## src/rtl/stacking_sub_chunk_seq_pkg.sv

```systemverilog
// stacking_sub_chunk_seq_pkg: shared sizing, FSM states and sub-chunk config for the sub-chunk sequencer
package stacking_pkg;
  localparam int RD_DAT_CYC_NUM = 16;
  localparam int PREFIX_SUM_SIZE = 32;
  localparam int OUTPUT_BUF_NUM = 64;
  localparam int AW = $clog2(RD_DAT_CYC_NUM);
  localparam int SW = $clog2(PREFIX_SUM_SIZE);
  localparam int BW = $clog2(OUTPUT_BUF_NUM);
  typedef enum logic [1:0] {IDLE, ISSUE, DRAIN, DONE} state_t;
  typedef struct packed {
    logic [AW-1:0] fil_first;
    logic [AW-1:0] fil_last;
    logic [AW-1:0] ifm_first;
    logic [AW-1:0] ifm_next;
    logic [SW-1:0] shift;
    logic [BW-1:0] acc_sel;
  } sub_chunk_cfg_t;
endpackage

```

## src/rtl/stacking_sub_chunk_seq_rd_addr_gen.sv

```systemverilog
// stacking_rd_addr_gen: beat counter and wrapping fil/ifm sparsemap addresses with first/last flags
module stacking_rd_addr_gen
  import stacking_pkg::*;
(
  input  logic          clk_i,
  input  logic          rst_i,
  input  logic          load,
  input  logic          adv,
  input  logic [AW-1:0] fil_first,
  input  logic [AW-1:0] fil_last,
  input  logic [AW-1:0] ifm_first,
  input  logic [AW-1:0] ifm_next,
  output logic [AW-1:0] fil_addr,
  output logic [AW-1:0] ifm_addr,
  output logic          first,
  output logic          last
);
  logic [AW:0]   cnt;
  logic [AW-1:0] ifm_off;
  logic [AW:0]   n_m1;
  always_ff @(posedge clk_i) begin
    if (rst_i || load) begin
      cnt     <= '0;
      ifm_off <= '0;
    end else if (adv) begin
      cnt     <= cnt + 1'b1;
      ifm_off <= ifm_off + ifm_next;
    end
  end
  // addresses are base + offset in AW bits, so the buffer wrap falls out of the width
  assign n_m1     = {1'b0, fil_last - fil_first};
  assign fil_addr = fil_first + cnt[AW-1:0];
  assign ifm_addr = ifm_first + ifm_off;
  assign first    = cnt == '0;
  assign last     = cnt == n_m1;
endmodule

```

## src/rtl/stacking_sub_chunk_seq.sv

```systemverilog
// stacking_sub_chunk_seq: latches a sub-chunk read window, issues sparsemap read beats, drains, pulses end.
// Optional STACKING_SUB_CHUNK_ERR_CHK_EN enables the sticky protocol error flag on err_o.
module stacking_sub_chunk_seq
  import stacking_pkg::*;
#(
  parameter int DRAIN_CYC = 3
) (
  input  logic          clk_i,
  input  logic          rst_i,
  input  logic          sub_chunk_start_i,
  input  logic [AW-1:0] rd_fil_sparsemap_first_i,
  input  logic [AW-1:0] rd_fil_sparsemap_last_i,
  input  logic [AW-1:0] rd_ifm_sparsemap_first_i,
  input  logic [AW-1:0] rd_ifm_sparsemap_next_i,
  input  logic [SW-1:0] sparsemap_shift_left_i,
  input  logic [BW-1:0] acc_buf_sel_i,
  output logic          rd_req_o,
  input  logic          rd_gnt_i,
  output logic [AW-1:0] rd_fil_addr_o,
  output logic [AW-1:0] rd_ifm_addr_o,
  output logic [SW-1:0] rd_shift_o,
  output logic          rd_first_o,
  output logic          rd_last_o,
  output logic [BW-1:0] acc_buf_sel_o,
  output logic          busy_o,
  output logic          sub_chunk_end_o,
  output logic          err_o
);
  localparam int DW = DRAIN_CYC > 1 ? $clog2(DRAIN_CYC) : 1;
  state_t         state, state_nx;
  logic [DW-1:0]  drain_cnt, drain_cnt_nx;
  sub_chunk_cfg_t cfg_q;
  logic           load, adv, first, last;
  logic [AW-1:0]  fil_ptr, ifm_ptr;
  assign load = (state == IDLE) && sub_chunk_start_i;
  assign adv  = (state == ISSUE) && rd_gnt_i;
  always_ff @(posedge clk_i) begin
    if (rst_i) begin
      state     <= IDLE;
      drain_cnt <= '0;
      cfg_q     <= '0;
    end else begin
      state     <= state_nx;
      drain_cnt <= drain_cnt_nx;
      if (load) cfg_q <= '{rd_fil_sparsemap_first_i, rd_fil_sparsemap_last_i, rd_ifm_sparsemap_first_i,
                           rd_ifm_sparsemap_next_i, sparsemap_shift_left_i, acc_buf_sel_i};
    end
  end
  always_comb begin
    state_nx     = state;
    drain_cnt_nx = drain_cnt;
    if (load) state_nx = ISSUE;
    if (adv && last) begin
      state_nx     = DRAIN;
      drain_cnt_nx = DW'(DRAIN_CYC - 1);
    end
    if (state == DRAIN) begin
      state_nx     = drain_cnt == '0 ? DONE : DRAIN;
      drain_cnt_nx = drain_cnt == '0 ? drain_cnt : drain_cnt - 1'b1;
    end
    if (state == DONE) state_nx = IDLE;
  end
  stacking_rd_addr_gen u_addr_gen (
    .clk_i     (clk_i),
    .rst_i     (rst_i),
    .load      (load),
    .adv       (adv),
    .fil_first (cfg_q.fil_first),
    .fil_last  (cfg_q.fil_last),
    .ifm_first (cfg_q.ifm_first),
    .ifm_next  (cfg_q.ifm_next),
    .fil_addr  (fil_ptr),
    .ifm_addr  (ifm_ptr),
    .first     (first),
    .last      (last)
  );
  assign rd_req_o        = state == ISSUE;
  assign rd_fil_addr_o   = rd_req_o ? fil_ptr : '0;
  assign rd_ifm_addr_o   = rd_req_o ? ifm_ptr : '0;
  assign rd_first_o      = rd_req_o && first;
  assign rd_last_o       = rd_req_o && last;
  assign rd_shift_o      = cfg_q.shift;
  assign acc_buf_sel_o   = cfg_q.acc_sel;
  assign busy_o          = state != IDLE;
  assign sub_chunk_end_o = state == DONE;
`ifdef STACKING_SUB_CHUNK_ERR_CHK_EN
  logic err_q;
  always_ff @(posedge clk_i) begin
    if (rst_i) err_q <= 1'b0;
    else if ((sub_chunk_start_i && busy_o) || (rd_gnt_i && !rd_req_o)) err_q <= 1'b1;
  end
  assign err_o = err_q;
`else
  assign err_o = 1'b0;
`endif
endmodule

```

## config.mk

```make
export PLATFORM = sky130hd
export DESIGN_NAME = stacking_sub_chunk_seq
export DESIGN_NICKNAME = d
export VERILOG_FILES = /design/src/rtl/stacking_sub_chunk_seq_pkg.sv /design/src/rtl/stacking_sub_chunk_seq_rd_addr_gen.sv /design/src/rtl/stacking_sub_chunk_seq.sv
export SDC_FILE = /design/constraint.sdc
export NUM_CORES = 1
export LEC_CHECK = 0
export CAP_MARGIN = 20
export CELL_PAD_IN_SITES_DETAIL_PLACEMENT = 0
export CELL_PAD_IN_SITES_GLOBAL_PLACEMENT = 1
export CORE_MARGIN = 1
export CORE_UTILIZATION = 39
export DETAILED_ROUTE_END_ITERATION = 8
export PLACE_DENSITY_LB_ADDON = 0.1
export SLEW_MARGIN = 10
export SYNTH_ARGS = -nofsm -noshare
export SYNTH_HDL_FRONTEND = slang
export SYNTH_HIERARCHICAL = 1
export SYNTH_SLANG_ARGS = --single-unit
```

## constraint.sdc

```tcl
create_clock -name clk_i -period 3.8 [get_ports clk_i]
set_input_delay 1.14 -clock clk_i [delete_from_list [all_inputs] [get_ports clk_i]]
set_output_delay 1.14 -clock clk_i [all_outputs]
set_load 0.01 [all_outputs]
```

[After elaboration in Yosys (flattened, before gate mapping)]
Index checks and enable logic that the tools add are counted.
Operators by class
  add/sub/neg operators: 6
  equal/unequal tests: 5
  mux-type cells: 9
  reductions and logical operators: 14
Operators with widths (count)
  $add 4x4->4: 3
  $mux 2: 6
  $mux 4: 2
  $add 5x1->5 const B: 1
  $eq 5x4->1: 1
  $logic_and 1x1->1: 5
  $logic_not 5->1: 1
  $eq 2x2->1 const B: 2
  $logic_not 2->1: 2
  $reduce_bool 2->1: 2
  $sub 4x4->4: 1
  $reduce_bool 3->1: 1
  $eq 2x1->1 const B: 1
  $ne 2x2->1 const B: 1
  $reduce_and 2->1: 1
  $reduce_or 2->1: 1
  $sub 2x1->2 const B: 1
  $logic_or 1x1->1: 1
  $mux 1: 1
Word-level totals
  register bits: 40
  bits of input ports: 31
  output and inout bits: 25
  word-level logic and storage cells: 44

[Depth between registers and ports, before layout]
  depth in word-level cells: 5
  depth in mapped cells: 11

[Hierarchy]
The synthesis kept the hierarchy.
By module, submodules not included
  stacking_sub_chunk_seq: instances 1, cells an instance 166, area each 1435.1 sq um, sequential area each 620.6 sq um
  stacking_rd_addr_gen: instances 1, cells an instance 91, area each 843.3 sq um, sequential area each 180.2 sq um

[Least setup slack after synthesis]
OpenSTA, ideal clock, no wires.
  path type: reg2out
  from: reg cfg_q[19] (netlist bit)
  to: out rd_last_o
  arrival time: 1667 ps
  data required time: 2660 ps
  setup slack: 993 ps
  cell stages (with the launch flop): 10
  path buffers: 0
  cell sequence: dfxtp_1 > inv_1 > ha_1 > inv_1 > fa_1 > xor2_1 > nor2_1 > o211ai_1 > nor3b_2 > and2_1
Between the ends
  word-level cells in the longest chain between the ends: 3
Ends and longest elaborated chain
  start: declaration: line stacking_sub_chunk_seq.sv:32  | sub_chunk_cfg_t cfg_q;
  start signal: assignment: line stacking_sub_chunk_seq.sv:45  | if (load) cfg_q <= '{rd_fil_sparsemap_first_i, rd_fil_sparsemap_last_i, rd_ifm_sparsemap_first_i,
  $sub 4x4->4: line stacking_sub_chunk_seq_rd_addr_gen.sv:31  | assign n_m1 = {1'b0, fil_last - fil_first};
  $eq 5x4->1: line stacking_sub_chunk_seq_rd_addr_gen.sv:35  | assign last = cnt == n_m1;
  named net last: line stacking_sub_chunk_seq.sv:33  | logic load, adv, first, last;
  $logic_and 1x1->1: line stacking_sub_chunk_seq.sv:81  | assign rd_last_o = rd_req_o && last;
  end: declaration: line stacking_sub_chunk_seq.sv:23  | output logic rd_last_o,
The timed path passes the listed nets, and every way through them passes these cells.

[Worst setup path in the final report]
Ends and elaborated chain as after synthesis.

==> summary.txt <==
post-synthesis register bit count - 40
Via density - 4.666
Post-Syn Area - 2278 um^2
crit share post-route - 87.98%
Req. time, crit path - 2.66 ns
CP Class - flop to primary output
GP Congestion - 0.7807
via count - 1,745
Syn Inst Count - 257
WL/cell - 12.06 um
post-synth top area cell - dfxtp_1
H-tree depth - 2
first-pass detailed-route iteration total - 4
Buffers on Ports - 54
LEAKAGE - 1.140 nW
largest net degree at the start of global routing - 29
die area - 6152 um^2
total grt overflow - 0
PnR Total Power - 1.061 mW
vias in the first global route - 1,649
Inserted Clock Buffers - 5
Starting Density - 40.88%
Area contributors post-synth - dfxtp_1 (35%), ha_1 (8.2%), nand2_1 (7.4%), a21oi_2 (6.9%), buf_4 (4.0%)
final-report hold violation count - 0
CTS root buffer - clkbuf_8
Most used DFF post-synth - dfxtp_1
initial antenna violation count - 0
core area - 5574 um^2
Nets - 351
minimum clock period after layout - 3.343 ns
# hold bufs at CTS - 0
pre-CTS WS - 0.3884 ns
hold crit path type - flop to flop
Fin Clk Skew - 0.007359 ns
post-route ant nets - 0
Iter 0 DRT Violations - 98
DRC - 0
Critical Path Source Type - flop
post-synth top area share - 35.15%
clock latency at the later pin of the worst-skew pair - 0.29 ns
Antenna Cells - 0
clock sinks - 40
net count after synthesis - 307
Crit Path Max Fanout - 2
commonest cells in the netlist - nand2_1 (45), dfxtp_1 (40), a21oi_2 (18), a21oi_1 (16)
worst setup margin - 0.4567 ns
Fill cells - 555
Routed WL - 4.510 mm
Placement Rows - 27
CP arrival - 2.20 ns
most frequent cell after synthesis - nand2_1
sequential area share after synthesis - 35.15%
Die W - 78.44 um
fraction of layout cells with a size suffix above 1 - 15.89%
final setup TNS - 0 ns
first-pass GRT wire length - 7.590 mm
Die Height - 78.44 um
Worst-path clk slew - 0.08 ns
pwr dens - 367.2 nW/um^2
Synth async-reset ratio - 0%
final core area utilization - 51.85%
synth unique cells - 43
final-report setup violation count - 0
Syn-to-layout area delta - 26.85%
EDFF count, synth - 0
final slew viol count - 0
Post-DP HPWL - 3.238 mm
worst-case clock buffer depth - 2
RSZ-0062 raised after global routing - false
TritonCTS clock tree - done
Synth Area per Inst - 8.866 um^2
status - finished clean
Ys Warns - 6
# IOs - 56
highest clock rate - 299.1 MHz
Total GRT Usage - 15.97%
Peak VDD IR - 0.2084 mV
max-cap viol count - 0
CP endpoint kind - primary output
[layer usage]
layer	vias to the layer above	GRT usage, %	wire length [um]
li1	909	-	-
met1	793	19.94	2092
met2	38	26.84	2198
met3	5	3.721	172
met4	0	5.556	46
met5	-	0	0
[final cells by class]
cell class,count,area (um^2),share of cell area [%]
multi-input combinational,178,1235,42.73
sequential,40,802.0,27.75
timing repair buffer,60,588.1,20.35
tap,72,90.09,3.117
clock buffer,6,72.57,2.511
inverter,16,67.56,2.338
clock inverter,2,35.03,1.212
[cells by family after synthesis]
| group | count (synthesis) | synth area share [%] |
|---|---|---|
| AND/OR/NAND/NOR | 94 | 20.59 |
| AO/OA/AOI/OAI | 46 | 14.28 |
| flip-flops | 40 | 35.15 |
| buffers and inverters | 39 | 10.65 |
| adder cells (fa/ha/maj) | 19 | 11.75 |
| XOR/XNOR | 15 | 6.096 |
| multiplexers | 3 | 1.318 |
| other | 1 | 0.1646 |
[where the power goes]
part	leakage, nW	internal [mW]	switching, mW
sequential	0.327	0.446	0.0205
clock	0.0552	0.195	0.148
combinational	0.758	0.132	0.120
[through the flow]
stage,hold slack [ns],std cells,cell area [um^2]
global route,0.4808,374,2890
finish,0.4544,374,2890
floorplan,0.4363,257,2278
global placement,0.4432,365,2771
CTS,0.4581,373,2879
detailed placement,0.4474,365,2771
[worst max-delay path, cell delays in order, from the launching register on]
cell	delay (ns)
dfxtp_1	0.33
inv_1	0.04
ha_1	0.19
inv_1	0.07
fa_1	0.41
xor2_1	0.15
nor2_1	0.10
o211ai_1	0.11
nor3b_2	0.22
and2_1	0.14
dlymetal6s2s_1	0.15
[repair_timing]
action                     4_1_cts  5_1_grt
setup endpoints to repair        0        1
setup buffers                    0        1
resized for setup                0        2
[state kept, by name (all words and copies together), names as in the netlist]
register / cells
acc_buf_sel_o: 6
cfg_q: 16
drain_cnt: 2
u_addr_gen/ifm_off: 4
u_addr_gen/cnt: 5
state: 2
rd_shift_o: 5
[layout by cell type (no fill, tap or decap), types with 2 or more instances in the layout]
master,netlist,layout
nand4_1,3,3
a21oi_2,18,18
buf_4,12,6
fa_1,4,4
o211ai_1,2,2
clkbuf_8,0,5
nand4b_1,2,2
nand2_1,45,45
clkdlybuf4s50_1,0,53
xor2_1,7,7
and2_1,12,12
nor2_1,9,9
ha_1,15,15
a21o_1,3,3
nand3_1,2,2
xnor2_1,7,7
nand2_2,10,10
or2_2,2,2
nor2b_1,2,2
mux2i_1,3,3
dfxtp_1,40,39
inv_1,15,15
a21oi_1,16,16
[final timing paths]
check,startpoint,end,slack (ns),depth (start not counted)
max,cfg_q[19],rd_last_o,0.46,10
min,acc_buf_sel_o[1],acc_buf_sel_o[1],0.45,2
max reg2reg,cfg_q[19],state[0],1.51,12
min reg2reg,acc_buf_sel_o[1],acc_buf_sel_o[1],0.45,2
Note: power is estimated with default switching activity, not from simulation.
